File: src/rtl/pb_pkg.sv
// Shared types and constants for the pushbutton event generator.
package pb_pkg;

    typedef enum logic [1:0] {
        StIdle,
        StDelay,
        StRepeat
    } pb_state_e;

    localparam logic PB_RELEASED = 1'b1;
    localparam logic PB_PRESSED  = 1'b0;

    localparam int unsigned HOLD_CLKS_DEFAULT   = 25000000;
    localparam int unsigned REPEAT_CLKS_DEFAULT = 5000000;

    localparam logic [7:0] REP_MAX = 8'd255;

    function automatic logic [7:0] rep_sat_inc(input logic [7:0] val);
        return (val == REP_MAX) ? val : val + 8'd1;
    endfunction

endpackage

File: src/rtl/pb_sync.sv
// Two-flop synchroniser for the button level; both flops reset to the released level.
module pb_sync
    import pb_pkg::*;
(
    input  logic in_clk,
    input  logic in_rst_n,
    input  logic pb_raw,
    output logic pb_sync
);

    logic meta_q;
    logic sync_q;

    always_ff @(posedge in_clk or negedge in_rst_n) begin
        if (!in_rst_n) begin
            meta_q <= PB_RELEASED;
            sync_q <= PB_RELEASED;
        end else begin
            meta_q <= pb_raw;
            sync_q <= meta_q;
        end
    end

    assign pb_sync = sync_q;

endmodule

File: src/rtl/pb_event_gen.sv
// Turns a debounced active-low button level into press/release/auto-repeat events.
// Define PB_EVENT_SYNC_EN to pass pb_level through a 2-flop synchroniser first.
module pb_event_gen
    import pb_pkg::*;
#(
    parameter int unsigned HOLD_CLKS   = HOLD_CLKS_DEFAULT,
    parameter int unsigned REPEAT_CLKS = REPEAT_CLKS_DEFAULT,
    parameter int unsigned CNT_W       = 25
) (
    input  logic       in_clk,
    input  logic       in_rst_n,
    input  logic       pb_level,
    output logic       press_pulse,
    output logic       release_pulse,
    output logic       move_pulse,
    output logic       held,
    output logic [7:0] rep_cnt
);

    localparam logic [CNT_W-1:0] HOLD_LAST   = CNT_W'(HOLD_CLKS - 1);
    localparam logic [CNT_W-1:0] REPEAT_LAST = CNT_W'(REPEAT_CLKS - 1);

    logic pb_s;

`ifdef PB_EVENT_SYNC_EN
    pb_sync u_pb_sync (
        .in_clk   (in_clk),
        .in_rst_n (in_rst_n),
        .pb_raw   (pb_level),
        .pb_sync  (pb_s)
    );
`else
    assign pb_s = pb_level;
`endif

    pb_state_e        state_q, state_d;
    logic [CNT_W-1:0] cnt_q, cnt_d;
    logic             prev_q;
    logic             press_q, press_d;
    logic             release_q, release_d;
    logic             move_q, move_d;
    logic             held_q, held_d;
    logic [7:0]       rep_q, rep_d;
    logic             fall, rise;

    assign fall = (prev_q == PB_RELEASED) && (pb_s == PB_PRESSED);
    assign rise = (prev_q == PB_PRESSED) && (pb_s == PB_RELEASED);

    always_comb begin
        state_d   = state_q;
        cnt_d     = cnt_q;
        rep_d     = rep_q;
        held_d    = held_q;
        press_d   = 1'b0;
        release_d = 1'b0;
        move_d    = 1'b0;
        unique case (state_q)
            StIdle: begin
                if (fall) begin
                    press_d = 1'b1;
                    move_d  = 1'b1;
                    rep_d   = 8'd1;
                    cnt_d   = '0;
                    state_d = StDelay;
                end
            end
            StDelay: begin
                // Release outranks a coincident threshold match.
                if (rise) begin
                    release_d = 1'b1;
                    held_d    = 1'b0;
                    state_d   = StIdle;
                end else if (cnt_q == HOLD_LAST) begin
                    move_d  = 1'b1;
                    rep_d   = rep_sat_inc(rep_q);
                    cnt_d   = '0;
                    held_d  = 1'b1;
                    state_d = StRepeat;
                end else begin
                    cnt_d = cnt_q + CNT_W'(1);
                end
            end
            StRepeat: begin
                if (rise) begin
                    release_d = 1'b1;
                    held_d    = 1'b0;
                    state_d   = StIdle;
                end else if (cnt_q == REPEAT_LAST) begin
                    move_d = 1'b1;
                    rep_d  = rep_sat_inc(rep_q);
                    cnt_d  = '0;
                end else begin
                    cnt_d = cnt_q + CNT_W'(1);
                end
            end
            default: begin
                state_d = StIdle;
                held_d  = 1'b0;
            end
        endcase
    end

    always_ff @(posedge in_clk or negedge in_rst_n) begin
        if (!in_rst_n) begin
            state_q   <= StIdle;
            cnt_q     <= '0;
            prev_q    <= PB_RELEASED;
            press_q   <= 1'b0;
            release_q <= 1'b0;
            move_q    <= 1'b0;
            held_q    <= 1'b0;
            rep_q     <= 8'd0;
        end else begin
            state_q   <= state_d;
            cnt_q     <= cnt_d;
            prev_q    <= pb_s;
            press_q   <= press_d;
            release_q <= release_d;
            move_q    <= move_d;
            held_q    <= held_d;
            rep_q     <= rep_d;
        end
    end

    assign press_pulse   = press_q;
    assign release_pulse = release_q;
    assign move_pulse    = move_q;
    assign held          = held_q;
    assign rep_cnt       = rep_q;

endmodule

File: config.mk
export PLATFORM = sky130hd
export DESIGN_NAME = pb_event_gen
export DESIGN_NICKNAME = d
export VERILOG_FILES = /design/src/rtl/pb_pkg.sv /design/src/rtl/pb_sync.sv /design/src/rtl/pb_event_gen.sv
export SDC_FILE = /design/constraint.sdc
export NUM_CORES = 1
export LEC_CHECK = 0
export ABC_AREA = 1
export BUFFER_PORTS_ARGS = -buffer_cell sky130_fd_sc_hd__buf_2
export CAP_MARGIN = 25
export CORE_AREA = 2 2 101 74
export CTS_CLUSTER_DIAMETER = 40
export DETAILED_ROUTE_END_ITERATION = 16
export DIE_AREA = 0 0 103 76
export PLACE_DENSITY = 0.64
export SETUP_SLACK_MARGIN = 0.1
export SLEW_MARGIN = 20
export SYNTH_ARGS = -nofsm -noshare
export SYNTH_HDL_FRONTEND = slang
export SYNTH_SLANG_ARGS = --single-unit
File: constraint.sdc
create_clock -name in_clk -period 2.7 [get_ports in_clk]
set_clock_uncertainty 0.15 [all_clocks]
set_input_delay 0.675 -clock in_clk [delete_from_list [all_inputs] [get_ports in_clk]]
set_output_delay 0.675 -clock in_clk [all_outputs]
set_load 0.03 [all_outputs]
Yosys cells after proc, flatten, opt, wreduce, memory -nomap -nowiden
Index checks and enable logic that the tools add are counted.

storage, ports and cells
  output and inout bits = 12
  register bits after elaboration = 40
  input bits = 3
  word-level logic and storage cells = 65

operators by class
  reductions and logical operators = 9
  muxes and demuxes = 31
  bitwise logic cells = 3
  add/subtract/negate cells = 2
  eq/ne operators = 12

operators with widths
  kind                                                   count
  2-to-1 mux 25 bit                                      5
  case mux 25 bit (3 select lines)                       1
  2-to-1 mux 8 bit                                       6
  adder 25 x 1 -> 25 bit, second input constant          1
  equality test 25 x 23 -> 1 bit, second input constant  1
  equality test 25 bit, second input constant            1
  case mux 8 bit (3 select lines)                        1
  != test 2 bit, second input constant                   6
  2-to-1 mux 1 bit                                       11
  adder 8 x 1 -> 8 bit, second input constant            1
  equality test 8 bit, second input constant             1
  2-to-1 mux 2 bit                                       4
  case mux 1 bit (3 select lines)                        2
  case mux 2 bit (3 select lines)                        1
  AND reduction 3 bit                                    2
  AND reduction 6 bit                                    1
  AND reduction 4 bit                                    1
  != test 3 bit, second input constant                   1
  inverter 1 bit                                         3
  nonzero test 3 bit                                     1
  equality test 2 x 1 -> 1 bit, second input constant    1
  equality test 2 bit, second input constant             1
  logical AND 1 bit                                      2
  zero test 2 bit                                        1
  OR reduction 2 bit                                     1

Logic depth before layout (Yosys ltp)
  depth in word-level cells = 5
  mapped depth = 12

Worst setup path before layout
Ideal clock, no wire load.

  path kind = input-to-reg
  start point = input pb_level
  end point = register cnt_q[2]
  arrival time = 1.600 ns
  required time = 2.431 ns
  stages = 9
  setup slack = 0.831 ns
  buffers on the path = 1
  cell sequence = inv_1 nor2_1 o21ai_1 nand2_1 inv_2 buf_2 a21oi_1 o21bai_1 nor2_1

between the ends
  word-level cells in the longest chain between the ends = 4

RTL lines
  element                            RTL line             text
  start: declaration                 pb_event_gen.sv:12   input logic pb_level,
  inverter 1 bit                     pb_event_gen.sv:46   assign fall = (prev_q == PB_RELEASED) && (pb_s == PB_PRESSED);
  logical AND 1 bit                  pb_event_gen.sv:46
  != test 2 bit (no line)            n/a
  AND reduction 4 bit (no line) (*)  n/a
  end signal: assignment             pb_event_gen.sv:115  cnt_q <= cnt_d;
  end: declaration                   pb_event_gen.sv:37   logic [CNT_W-1:0] cnt_q, cnt_d;

Every way passes the cells marked *; elsewhere a longest branch is shown, timed or not.
A chain may end at the register's enable or synchronous reset.

Worst setup path after layout
  start point = register state_q[0]
  end point = register cnt_q[0]

between the ends
  word-level cells in the longest chain between the ends = 3

RTL lines
  element                                                               RTL line             text
  start: declaration                                                    pb_event_gen.sv:36   pb_state_e state_q, state_d;
  start signal: assignment                                              pb_event_gen.sv:105  state_q <= StIdle;
  start signal: assignment                                              pb_event_gen.sv:114  state_q <= state_d;
  equality test 2 x 1 -> 1 bit (tied with other cells)                  pb_event_gen.sv:57   unique case (state_q)
  != test 2 bit (no line) / nonzero test 3 bit (equally long branches)  n/a
  AND reduction 4 bit (no line)                                         n/a

Parallel ways exist; a longest one is shown, timed or not.

==> results.cfg <==
[timing]
fin_ws_ns = 0.455
timing.final.hold_violations = 0
maxSlewHeadroom_pct = 65.4
fmax_mhz = 445
fin_hold_ws_ns = 0.267
setup_tns_ns = 0
finalSetupViolations = 0
rsz0062_at_grt = false
max_slew.worst_pin.slew_ns = 0.519
drv_slew = 0
fin_crit_ns = 2.25
fin_crit_sh_pct = 83.2

[critical_path]
cp_top_family = buffers and inverters
max_stage_delay_ns = 0.41
crit_path_start_kind = flop
path_common_cell = inv_1
path_class = reg2reg
cp_cell_sequence = inv_1, ha_1, inv_1, a21oi_1, nor2_1, nand2_1, inv_2, nand3_2, o21ai_0
cp.required_ns = 2.77
regToRegStartpoint = state_q[0]$_DFFE_PN0P_
ff2ff_path_depth = 9
cp.buffers_inverters = 3
crit_arrival_ns = 2.31
crit_fanout = 24
critPathSlowestCell = dfrtp_1
worst_setup_path_end_kind = flop
r2r_end = cnt_q[0]$_DFFE_PN0P_
rrSetupSlack_ns = 0.45

[final_layout]
nFillCells = 738
fin_cells = 501
syn_to_final_growth_pct = 11.2
drive_gt1_share_pct = 12.7
antenna_cells = 0
seqCellArea_um2 = 1000
utilization_pct = 42.6
fin_nets = 412
multi_input_area_um2 = 1460
design_area_um2 = 2970

[yosys]
syn_area_um2 = 2670
syn_nets = 394
seq_area_frac_synth_pct = 37.6
synth_cell_types = 33
ys_async_sr_fraction_pct = 100
avgSynthCellArea_um2 = 6.94
synth_ff_type = dfrtp_1
synth_seq_cells = 40
synthCells = 384
yosysWarnings = 0
synth-edff-count = 0

[job]
cap_violations = 0

[drt]
firstDrtPassIters = 5
wl_per_cell_um = 13.1
post-route-drc-count = 0
ant_nets = 0
drt-total-wl_mm = 6.58
via_count = 2474
vias_per_cell = 4.94
first_iter_violations = 193

[die]
core_um2 = 6960
die_x_um = 103
pin_count = 15
die_h_um = 76
start_util_pct = 38.3
rows = 26
die-area_um2 = 7830

[placement]
dp_cells = 493
io_buffers = 14
place_hpwl_mm = 4.93
post-place-ws_ns = 0.424
placed_cell_area_um2 = 2850
gp_congestion = 0.926

[clocking]
cts_tree = built
cts_max_level = 2
cts_setup_buffers = 0
ctsHoldBuffers = 0
root_buffer = clkbuf_8
clkTransAtPathRegs_ns = 0.08
clock-sinks = 40
ctsLongestPathBuffers = 2
ctsResizeCount = 0
clk_latency_ns = 0.30
numCtsBuffers = 5

[global_route]
grt_usage_pct = 17.9
grt_pass1_wl_mm = 11.1
first_global_vias = 2304
overflow = 0
antenna_found_initial = 0
grt_max_degree = 41

[power_and_ir_drop]
powerDensity_nw_per_um2 = 686
p_total_mw = 2.03
seq_power_share_pct = 34.6
pwr-share-comb_pct = 40.9
vdd_drop_max_mv = 0.349
leakagePower_nw = 1.35
sw_frac_of_total_pct = 44.2
clockPowerShare_pct = 24.5
intPower_mw = 1.13
p_switching_mw = 0.899

[run_status]
status = complete, no violations

[min_path]
min_path_type = in2async
==> power by group through the flow <==
stage / Combinational, mW / Sequential (mW) / Clock (mW)
6_report: 0.833 / 0.703 / 0.498
5_1_grt: 0.913 / 0.711 / 0.530
4_1_cts: 0.821 / 0.703 / 0.508
3_5_place_dp: 0.821 / 0.714 / 0
3_3_place_gp: 0.820 / 0.712 / 0
2_1_floorplan: 0.550 / 0.764 / 0
==> cells in the mapped netlist, types with 3 or more instances <==
cell type / number / area, um2
nor2_4: 3 / 33.8
nand2_2: 7 / 43.8
o21ai_0: 11 / 55.1
dfrtp_1: 39 / 976
nand4_1: 13 / 81.3
nor2_1: 65 / 244
o21ai_1: 4 / 20.0
nand3_1: 33 / 165
inv_2: 3 / 11.3
xor2_1: 15 / 131
nor3_1: 8 / 40.0
inv_1: 39 / 146
a21oi_1: 5 / 25.0
o21bai_1: 3 / 22.5
nand2_1: 103 / 387
ha_1: 7 / 87.6
buf_2: 4 / 20.0
clkbuf_1: 3 / 11.3
==> sequential cells by signal (all words and copies together), names as in the netlist <==
signal / count
move_pulse: 1
held: 1
press_pulse: 1
cnt_q: 25
release_pulse: 1
rep_cnt: 8
prev_q: 1
state_q: 2
==> kinds of logic (layout without fill, tap and decap cells) <==
logic type / count (synthesis) / after routing / share of synthesized area (%)
compound gates: 28 / 28 / 6.05
xor+xnor: 16 / 16 / 5.26
fa+ha+maj: 7 / 7 / 3.28
buf+inv: 52 / 71 / 7.84
flops: 40 / 40 / 37.6
simple gates: 241 / 241 / 40.0
==> how the worst max path moves through the flow <==
stage	from	to	slack, ns	cells past startpoint
floorplan	pb_level	cnt_q[2]$_DFFE_PN0P_	0.83	9
global placement	pb_level	cnt_q[0]$_DFFE_PN0P_	0.43	8
detailed placement	pb_level	rep_cnt[5]$_DFFE_PN0P_	0.42	10
CTS	state_q[0]$_DFFE_PN0P_	cnt_q[0]$_DFFE_PN0P_	0.47	9
global route	state_q[0]$_DFFE_PN0P_	cnt_q[0]$_DFFE_PN0P_	0.25	9
finish	state_q[0]$_DFFE_PN0P_	cnt_q[0]$_DFFE_PN0P_	0.45	9
==> metal layers <==
layer  track usage, %  share of wire, %  vias to the layer above
met5                0                 0                        -
met4             3.82               1.4                        0
met3             3.30               7.4                        9
met2             25.1                39                       97
met1             28.3                52                     1117
li1                 -                 -                     1251
==> cell usage in the layout, fill, tap and decap left out, types with 4 or more instances in the layout <==
master	count
xor2_1	15
nor2_1	65
o21ai_1	4
buf_4	5
dfrtp_1	39
nand2_2	7
nand3_1	33
nand4_1	13
o21ai_0	11
nor3_1	8
ha_1	7
a21oi_1	5
clkbuf_8	5
nand2_1	103
buf_2	14
inv_1	39
==> cell type report <==
| cell class | instances | share of cell area [%] |
|---|---|---|
| inverter | 44 | 5.61 |
| tap | 98 | 4.14 |
| timing repair buffer | 19 | 3.63 |
| clock buffer | 5 | 2.32 |
| clock inverter | 3 | 1.43 |
| sequential | 40 | 33.8 |
| multi-input combinational | 292 | 49.1 |
No activity file was read; power rests on OpenSTA's default activity.
